===== config.mk =====
export PLATFORM = sky130hd
export DESIGN_NAME = soc_system_adc_ltc2308_ctrl
export DESIGN_NICKNAME = d
export VERILOG_FILES = /design/src/rtl/soc_system_adc_ltc2308_ctrl.sv
export SDC_FILE = /design/constraint.sdc
export NUM_CORES = 1
export LEC_CHECK = 0
export BUFFER_PORTS_ARGS = -buffer_cell sky130_fd_sc_hd__buf_2
export CORE_ASPECT_RATIO = 1.5
export CORE_UTILIZATION = 46
export CTS_CLUSTER_SIZE = 25
export DETAILED_ROUTE_END_ITERATION = 6
export PLACE_DENSITY_LB_ADDON = 0.08
export SETUP_SLACK_MARGIN = 0.2
export SYNTH_ARGS = -nofsm -noshare
export SYNTH_HDL_FRONTEND = slang
export SYNTH_SLANG_ARGS = --single-unit

===== constraint.sdc =====
create_clock -name clk -period 2 [get_ports clk]
set_clock_uncertainty 0.05 [all_clocks]
set_input_delay 0.3 -clock clk [delete_from_list [all_inputs] [get_ports clk]]
set_output_delay 0.3 -clock clk [all_outputs]
set_load 0.02 [all_outputs]

===== src/rtl/soc_system_adc_ltc2308_ctrl.sv =====
// LTC2308 SPI conversion controller with an Avalon-MM status/result slave.
// Optional free-running mode: define ADC_AUTO_RUN_EN.
module soc_system_adc_ltc2308_ctrl #(
    parameter int CLK_DIV    = 2,
    parameter int CONVST_CYC = 2,
    parameter int CONV_CYC   = 80
) (
    input  logic        clk,
    input  logic        reset,
    input  logic [2:0]  sel_channel,
    input  logic [1:0]  address,
    input  logic        chipselect,
    input  logic        read,
    input  logic        write_n,
    input  logic [31:0] writedata,
    output logic [31:0] readdata,
    output logic        adc_convst,
    output logic        adc_sck,
    output logic        adc_sdi,
    input  logic        adc_sdo
);

    localparam int CNT_MAX = (CONV_CYC > CONVST_CYC)
                           ? ((CONV_CYC > CLK_DIV) ? CONV_CYC : CLK_DIV)
                           : ((CONVST_CYC > CLK_DIV) ? CONVST_CYC : CLK_DIV);
    localparam int CNT_W = $clog2(CNT_MAX + 1);

    typedef enum logic [2:0] {
        S_IDLE,
        S_CONVST,
        S_CONV_WAIT,
        S_SHIFT,
        S_DONE
    } state_t;

    state_t             r_state;
    state_t             w_state_nxt;
    logic [CNT_W-1:0]   r_cnt;
    logic [CNT_W-1:0]   w_cnt_nxt;
    logic [3:0]         r_bit;
    logic [3:0]         w_bit_nxt;
    logic               r_sck_hi;
    logic               w_sck_hi_nxt;
    logic               r_frame;
    logic               w_frame_nxt;
    logic               w_launch;
    logic               w_finish;

    logic [2:0]         r_ch_tag;
    logic [11:0]        r_result;
    logic [11:0]        r_shreg;
    logic [11:0]        w_shreg_nxt;
    logic               r_valid;
    logic               r_busy;

    logic               w_start;
    logic               w_go;
    logic               w_rd_res;
    logic               w_sample;
    logic [11:0]        w_sdi_word;
    logic [3:0]         w_bit_idx;
    logic               w_unused;

    assign w_start  = chipselect & ~write_n & (address == 2'd0);
    assign w_rd_res = chipselect & read & (address == 2'd1);
    assign w_unused = ^writedata;

`ifdef ADC_AUTO_RUN_EN
    assign w_go = 1'b1;
`else
    assign w_go = w_start;
`endif

    // Config word: S/D, O/S, S1, S0, UNI, SLP, then six zero bits.
    assign w_sdi_word = {1'b1, r_ch_tag[0], r_ch_tag[2], r_ch_tag[1], 1'b1, 1'b0, 6'b0};
    assign w_bit_idx  = 4'd11 - r_bit;
    assign w_sample   = (r_state == S_SHIFT) && r_sck_hi && (r_cnt == CNT_W'(CLK_DIV - 1));
    assign w_shreg_nxt = w_sample ? {r_shreg[10:0], adc_sdo} : r_shreg;

    always_ff @(posedge clk) begin
        if (reset) begin
            r_state  <= S_IDLE;
            r_cnt    <= '0;
            r_bit    <= '0;
            r_sck_hi <= 1'b0;
            r_frame  <= 1'b0;
        end else begin
            r_state  <= w_state_nxt;
            r_cnt    <= w_cnt_nxt;
            r_bit    <= w_bit_nxt;
            r_sck_hi <= w_sck_hi_nxt;
            r_frame  <= w_frame_nxt;
        end
    end

    always_comb begin
        w_state_nxt  = r_state;
        w_cnt_nxt    = r_cnt;
        w_bit_nxt    = r_bit;
        w_sck_hi_nxt = r_sck_hi;
        w_frame_nxt  = r_frame;
        w_launch     = 1'b0;
        w_finish     = 1'b0;
        adc_convst   = 1'b0;
        adc_sck      = 1'b0;
        adc_sdi      = 1'b0;
        case (r_state)
            S_IDLE, S_DONE: begin
                if (w_go) begin
                    w_state_nxt = S_CONVST;
                    w_cnt_nxt   = CNT_W'(CONVST_CYC - 1);
                    w_frame_nxt = 1'b0;
                    w_launch    = 1'b1;
                end else begin
                    w_state_nxt = S_IDLE;
                end
            end
            S_CONVST: begin
                adc_convst = 1'b1;
                if (r_cnt == '0) begin
                    w_state_nxt = S_CONV_WAIT;
                    w_cnt_nxt   = CNT_W'(CONV_CYC - 1);
                end else begin
                    w_cnt_nxt = r_cnt - CNT_W'(1);
                end
            end
            S_CONV_WAIT: begin
                if (r_cnt == '0) begin
                    w_state_nxt  = S_SHIFT;
                    w_cnt_nxt    = CNT_W'(CLK_DIV - 1);
                    w_bit_nxt    = 4'd0;
                    w_sck_hi_nxt = 1'b0;
                end else begin
                    w_cnt_nxt = r_cnt - CNT_W'(1);
                end
            end
            S_SHIFT: begin
                adc_sck = r_sck_hi;
                adc_sdi = w_sdi_word[w_bit_idx];
                if (r_cnt != '0) begin
                    w_cnt_nxt = r_cnt - CNT_W'(1);
                end else if (!r_sck_hi) begin
                    w_sck_hi_nxt = 1'b1;
                    w_cnt_nxt    = CNT_W'(CLK_DIV - 1);
                end else if (r_bit != 4'd11) begin
                    w_bit_nxt    = r_bit + 4'd1;
                    w_sck_hi_nxt = 1'b0;
                    w_cnt_nxt    = CNT_W'(CLK_DIV - 1);
                end else if (!r_frame) begin
                    // Config frame done; second frame converts and returns data.
                    w_state_nxt  = S_CONVST;
                    w_frame_nxt  = 1'b1;
                    w_sck_hi_nxt = 1'b0;
                    w_cnt_nxt    = CNT_W'(CONVST_CYC - 1);
                end else begin
                    w_state_nxt  = S_DONE;
                    w_sck_hi_nxt = 1'b0;
                    w_finish     = 1'b1;
                end
            end
            default: begin
                w_state_nxt = S_IDLE;
            end
        endcase
    end

    // Result registers update on the edge that enters DONE, so DONE already shows them.
    always_ff @(posedge clk) begin
        if (reset) begin
            r_ch_tag <= 3'd0;
            r_result <= 12'd0;
            r_shreg  <= 12'd0;
            r_valid  <= 1'b0;
            r_busy   <= 1'b0;
        end else begin
            r_shreg <= w_shreg_nxt;
            if (w_launch) begin
                r_ch_tag <= sel_channel;
                r_busy   <= 1'b1;
            end
`ifndef ADC_AUTO_RUN_EN
            if (w_launch) begin
                r_valid <= 1'b0;
            end
`endif
            if (w_rd_res) begin
                r_valid <= 1'b0;
            end
            if (w_finish) begin
                r_result <= w_shreg_nxt;
                r_valid  <= 1'b1;
`ifdef ADC_AUTO_RUN_EN
                r_busy   <= 1'b1;
`else
                r_busy   <= 1'b0;
`endif
            end
        end
    end

    always_comb begin
        readdata = 32'd0;
        case (address)
            2'd0:    readdata = {30'd0, r_valid, r_busy};
            2'd1:    readdata = {16'd0, r_valid, r_ch_tag, r_result};
            default: readdata = 32'd0;
        endcase
    end

endmodule


==> results of run 1 <==
==> routing by layer <==
layer	part of all wire [%]	GRT usage, %
met1	44	24.15
met2	51	32.07
met3	3.3	4.155
met4	1.9	7.386
met5	0	0
==> cell usage after synthesis (all sizes together), types with 2 or more instances <==
master  instances
o31ai           2
a21oi          16
and4            3
and4b           2
ha              6
nand2          14
nor2b           5
a31oi           3
a21o            2
nand4           3
and2           14
o21ai          11
or4             2
a211oi         13
nor2           33
clkbuf          7
dfxtp          45
nand2b          4
o21bai          2
nor4            4
nor3            2
o211ai          3
inv            11
buf            23
or3             8
nand3           7
mux2i          15
==> flip-flops by register name, summed over array words and instances (netlist names) <==
name	flops
r_bit	4
r_busy	1
r_ch_tag	3
r_cnt	7
r_frame	1
r_result	12
r_sck_hi	1
r_shreg	12
r_state	3
r_valid	1
==> power groups by stage <==
| stage | registers [mW] | clock network, mW | logic, mW |
|---|---|---|---|
| after floorplan | 1.03 | 0 | 0.616 |
| after global placement | 1.01 | 0 | 0.904 |
| after detailed placement | 1.01 | 0 | 0.907 |
| after CTS | 0.993 | 0.689 | 0.964 |
| after global routing | 1.00 | 0.727 | 1.18 |
| final | 0.994 | 0.671 | 1.07 |
==> worst max path at each step <==
stage / from / endpoint / slack, ns
final: r_cnt[0] / r_result[9] / 0.07
after global routing: r_cnt[0] / r_result[9] / -0.06
after CTS: r_cnt[0] / r_result[11] / 0.03
after detailed placement: r_cnt[1] / r_result[9] / 0.02
after global placement: r_cnt[1] / r_result[9] / 0.03
after floorplan: r_cnt[5] / r_result[3] / 0.16
==> cell type report <==
type                       count  area, µm²  area share [%]
clock buffer                   5      68.82           2.207
clock inverter                 2      35.03           1.124
inverter                      11      41.29           1.324
multi-input combinational    202       1484           47.59
sequential                    45      912.1           29.25
tap                           66      82.58           2.648
timing repair buffer          65      494.2           15.85
==> worst max-delay path, cell delays in order (launching register included) <==
cell and delay [ns]:
dfxtp_2 0.33, inv_2 0.07, ha_4 0.14, or4bb_4 0.47, nor4_4 0.27, buf_6 0.16
buf_8 0.13, nor2_1 0.05, a211oi_2 0.18
==> cells by family (layout without fill, tap and decap cells) <==
| kind of cell | count (synthesis) | in the layout | share of synthesized area [%] |
|---|---|---|---|
| adder cells (fa/ha/maj) | 6 | 6 | 3.115 |
| AO/OA/AOI/OAI | 60 | 60 | 18.69 |
| other | 1 | 16 | 0.1556 |
| buffers and inverters | 41 | 83 | 9.917 |
| multiplexers | 16 | 16 | 6.698 |
| flip-flops | 45 | 45 | 37.38 |
| AND/OR/NAND/NOR | 104 | 104 | 24.04 |
==> timing repair <==
action                                  4_1_cts  5_1_grt
pin swaps                                     5       12
hold buffers                                  0        0
endpoints found under the setup margin       25       34
resized for setup                            12       29
setup buffers                                 7        6
gates cloned                                  1        0
==> run summary, run 1 <==
Comb pwr share: 39.2%
Mapped cell area: 2410 µm²
R2r worst-path depth: 8
P per Cell Area: 878.2 nW/µm²
Area leader, netlist: dfxtp_1
Die area: 5538 µm²
Fin. Hold Viols: 0
# fillers: 462
Die height: 90.65 µm
Initial core utilization: 48.92%
Commonest non-fill, non-tap cell in the layout: dfxtp_1
Max Cap Viol: 0
Crit start category: flop
Pin count of the biggest net entering global routing: 31
Root buffer cell: clkbuf_8
Final design area excluding fillers: 3118 µm²
Outcome: complete, no violations
N_diodes: 0
Least-Margin Pin Slew: 0.6325 ns
Synth unique cells: 46
Setup violators final: 0
Post-Syn Instances: 273
Final critical-path share of the clock period: 96.68%
Fraction of layout cells with a size suffix above 1: 36.67%
Switch share: 32.35%
Area contributors post-synth: dfxtp_1 37%, a211oi_2 6.2%, mux2i_1 6.2%
Total track usage: 19.56%
Mean Syn Cell Area: 8.827 µm²
Worst VDD drop: 0.6298 mV
Worst slack on hold paths: 0.1838 ns
Final core utilization: 63.30%
CTS tree: done
CTS buffer count: 5
Hold Crit Class: in2reg
Tot Pwr: 2.738 mW
Fin. max-slew vios: 0
CP Class: reg2reg
Area growth from synthesis to layout: 29.39%
CP arrival: 2.11 ns
Flop pwr share: 36.3%
HP Start: sel_channel[1]
Prevailing post-synth register cell: dfxtp_1
Fin nets: 379
Crit. End Element: flop
Net switching power: 0.8859 mW
Setup TNS: 0 ns
DRC violations left: 0
Req. time, crit path: 2.17 ns
Cell row count: 31
Post-DP Area: 2716 µm²
Seq/Total Area, Yosys: 37.38%
Vias in the first global route: 1842
Die X: 61.10 µm
Count of non-filler cells in the finished layout: 396
Maximum root-to-sink buffer count: 2
I/O pin cnt: 78
CP Max Fanout: 11
Post-synthesis register bit count: 45
Clk_lat worst skew: 0.30 ns
DR iter-0 viols: 49
First-pass GRT wire length: 8231 µm
Synth async-reset ratio: 0%
H-tree Lvls: 2
DRT Pass-1 Iters: 4
HPWL after detailed placement: 3571 µm
Clock power share: 24.5%
Power Internal: 1.852 mW
Core Box Area: 4926 µm²
Fin worst setup slack: 0.06632 ns
Max Fclk: 517.1 MHz
FF-to-FF setup slack: 0.07 ns
Slew HR: 57.83%
Final min period: 1.934 ns
Routed Antenna Nets: 0
GPL Wtd Cong: 0.7735
Hold Path Sink: r_ch_tag[1]
Commonest non-fill, non-tap cells in the layout: 38 x dfxtp_1, 31 x nor2_1, 29 x buf_4, 28 x buf_2, 16 x conb_1
Drt wl/cell: 13.27 µm
Clk sink count: 45
Grt total ovfl: 0
Vias: 2040
Hold Path Cell Cnt: 3
R2R Path Start: r_cnt[0]
Cells after DPL: 375
Warnings from Yosys: 0
Leak: 1.225 nW
Vias/cell: 5.152
Number of synthesized flops with an enable pin: 0
Pre-CTS setup slack: 0.01672 ns
RSZ-0062 raised after global routing: yes
Clock slew at reported path FFs: 0.08 ns
Top cell type's share of synthesized area: 37.38%
Buffers added on ports: 29
Initial antenna violation count: 0
Critical R2R Capture: r_result[9]
Final wirelength: 5256 µm
(Power assumes the default switching activity.)
==> inputs of run 2 (changes only) <==
Settings changed: CORE_MARGIN from default to 5.
==> run 2 against run 1 <==
Compared with the run above:
- sequential cell count is the same
- critical path depth fell by 2
- register-to-register slack improved by 0.07 ns
- core utilization is 0.18 points higher
- final area grew 4.3%
- clock power is 2% lower
- die area increased by 23%
- non-clock buffer count down 2
- critical path type is now reg2out
==> run summary, run 2 (synthesis results as in run 1) <==
HP Start: sel_channel[1] (unchanged)
Clock slew at reported path FFs: 0.08 ns (about the same)
Max Fclk: 535.5 MHz (was 517.1 MHz)
Tot Pwr: 2.772 mW (was 2.738 mW)
Worst VDD drop: 0.6255 mV (was 0.6298 mV)
Die height: 98.65 µm (was 90.65 µm)
Die area: 6816 µm² (was 5538 µm²)
Buffers added on ports: 29 (unchanged)
CP max stage delay: 0.35 ns (was 0.47 ns)
Vias/cell: 5.235 (was 5.152)
DRT Pass-1 Iters: 4 (unchanged)
CP Max Fanout: 2 (was 11)
Fin worst setup slack: 0.1327 ns (was 0.06632 ns)
Vias: 2073 (was 2040)
Clock power share: 23.7% (was 24.5%)
Clk_lat worst skew: 0.29 ns (was 0.30 ns)
Commonest non-fill, non-tap cells in the layout: 38 x dfxtp_1, 28 x buf_2, 24 x nor2_1, 21 x buf_4, 16 x conb_1 (was 38 x dfxtp_1, 31 x nor2_1, 29 x buf_4, 28 x buf_2, 16 x conb_1)
Req. time, crit path: 1.65 ns (was 2.17 ns)
Outcome: complete, no violations (unchanged)
Max Cap Viol: 0 (unchanged)
Seq. cell area: 912.1 µm² (unchanged)
CP Class: reg2out (was reg2reg)
Slowest cell on crit path: dfxtp_4 (was or4bb_4)
Fin. max-slew vios: 0 (unchanged)
# fillers: 463 (was 462)
Initial antenna violation count: 0 (unchanged)
Final min period: 1.867 ns (was 1.934 ns)
Setup TNS: 0 ns (unchanged)
Core Box Area: 5125 µm² (was 4926 µm²)
Crit start category: flop (unchanged)
Total track usage: 16.45% (was 19.56%)
Switch share: 32.24% (was 32.35%)
Drt wl/cell: 14.19 µm (was 13.27 µm)
DR iter-0 viols: 79 (was 49)
CTS buffer count: 5 (unchanged)
Crit path launch: r_bit[2] (was r_cnt[0])
Fin nets: 377 (was 379)
P per Cell Area: 852.1 nW/µm² (was 878.2 nW/µm²)
I/O pin cnt: 78 (unchanged)
Final wirelength: 5620 µm (was 5256 µm)
CTS tree: done (unchanged)
Cell row count: 32 (was 31)
R2R Path Start: r_cnt[5] (was r_cnt[0])
Fin. Hold Viols: 0 (unchanged)
Routed Antenna Nets: 0 (unchanged)
Maximum root-to-sink buffer count: 2 (unchanged)
HPWL after detailed placement: 3794 µm (was 3571 µm)
Pre-CTS setup slack: 0.02392 ns (was 0.01672 ns)
Power Internal: 1.878 mW (was 1.852 mW)
Setup violators final: 0 (unchanged)
Comb pwr share: 40.2% (was 39.2%)
Final core utilization: 63.48% (was 63.30%)
Commonest non-fill, non-tap cell in the layout: dfxtp_1 (unchanged)
DRC violations left: 0 (unchanged)
Final critical-path share of the clock period: 93.37% (was 96.68%)
Initial core utilization: 47.02% (was 48.92%)
Area of the multi-input gates: 1567 µm² (was 1484 µm²)
CP arrival: 1.52 ns (was 2.11 ns)
Clk sink count: 45 (unchanged)
Die X: 69.10 µm (was 61.10 µm)
R2r worst-path depth: 6 (was 8)
Root buffer cell: clkbuf_8 (unchanged)
Hold Path Cell Cnt: 3 (unchanged)
Top flop regs: r_result: 12 flops, r_shreg: 12 flops, r_cnt: 7 flops (unchanged)
Flop pwr share: 36.1% (was 36.3%)
Vias in the first global route: 2024 (was 1842)
FF-to-FF setup slack: 0.14 ns (was 0.07 ns)
Net switching power: 0.8937 mW (was 0.8859 mW)
Critical-path cell list: inv_1 -> ha_1 -> o31ai_1 -> a211o_1 -> a21oi_2 -> buf_4 (was inv_2 -> ha_4 -> or4bb_4 -> nor4_4 -> buf_6 -> buf_8 -> nor2_1 -> a211oi_2)
Fraction of layout cells with a size suffix above 1: 39.94% (was 36.67%)
Least-Margin Pin Slew: 0.5170 ns (was 0.6325 ns)
RSZ-0062 raised after global routing: yes (unchanged)
H-tree Lvls: 2 (unchanged)
Slew HR: 65.53% (was 57.83%)
Pin count of the biggest net entering global routing: 25 (was 31)
Post-cts hold buffer count: 0 (unchanged)
First-pass GRT wire length: 9390 µm (was 8231 µm)
Hold Crit Class: in2reg (unchanged)
N_diodes: 0 (unchanged)
Critical R2R Capture: r_cnt[0] (was r_result[9])
Crit. End Element: output port (was flop)
Hold Path Sink: r_ch_tag[1] (unchanged)
Area growth from synthesis to layout: 34.99% (was 29.39%)
Grt total ovfl: 0 (unchanged)
GPL Wtd Cong: 0.7918 (was 0.7735)
Leak: 1.256 nW (was 1.225 nW)
==> run 2: area by class of cell <==
cell class | count | area share (%)
Multi-Input combinational cell | 202 | 48.15
Sequential cell | 45 | 28.04
Timing Repair Buffer | 63 | 16.73
Inverter | 11 | 1.269
Clock inverter | 2 | 1.077
Clock buffer | 5 | 2.115
Tap cell | 68 | 2.615
==> run 2: what timing repair did <==
action | 4_1_cts | 5_1_grt
pin swaps | 14 | 22
endpoints found under the setup margin | 26 | 40
cloned | 3 | 1
buffers inserted | 6 | 3
gates resized for setup | 17 | 46
==> run 2: per-stage QoR <==
step	hold slack, ns	area (µm²)	std cells
global route	0.1996	3253	396
global placement	0.4102	2724	376
finish	0.1930	3253	396
floorplan	0.3860	2502	288
detailed placement	0.4177	2724	376
CTS	0.1801	2984	392
==> run 2: worst max-delay path, delay by kind of cell (launching register included) <==
kind | cells | cell delay, ns
AOI/OAI and AO/OA | 3 | 0.41
DFF | 1 | 0.35
adders and majority gates | 1 | 0.28
buffers and inverters | 2 | 0.19
==> run 2: how the worst max path moves through the flow <==
stage,to,depth (start not counted)
6_report,adc_sdi,6
5_1_grt,adc_sdi,6
4_1_cts,adc_sdi,6
3_5_place_dp,r_result[3],7
3_3_place_gp,r_result[9],7
2_1_floorplan,r_result[3],6
==> run 2: power by group through the flow <==
| stage | logic, mW | registers, mW | clock network, mW |
|---|---|---|---|
| 6_report | 1.11 | 1.00 | 0.657 |
| 3_5_place_dp | 0.921 | 1.02 | 0 |
| 4_1_cts | 1.05 | 0.999 | 0.685 |
| 2_1_floorplan | 0.616 | 1.03 | 0 |
| 3_3_place_gp | 0.915 | 1.01 | 0 |
| 5_1_grt | 1.22 | 1.01 | 0.728 |
==> run 2: per-layer routing <==
layer  wire [µm]  track usage [%]
met1        2283            19.06
met2        3053            29.56
met3         176            3.265
met4         107            6.165
met5           0                0
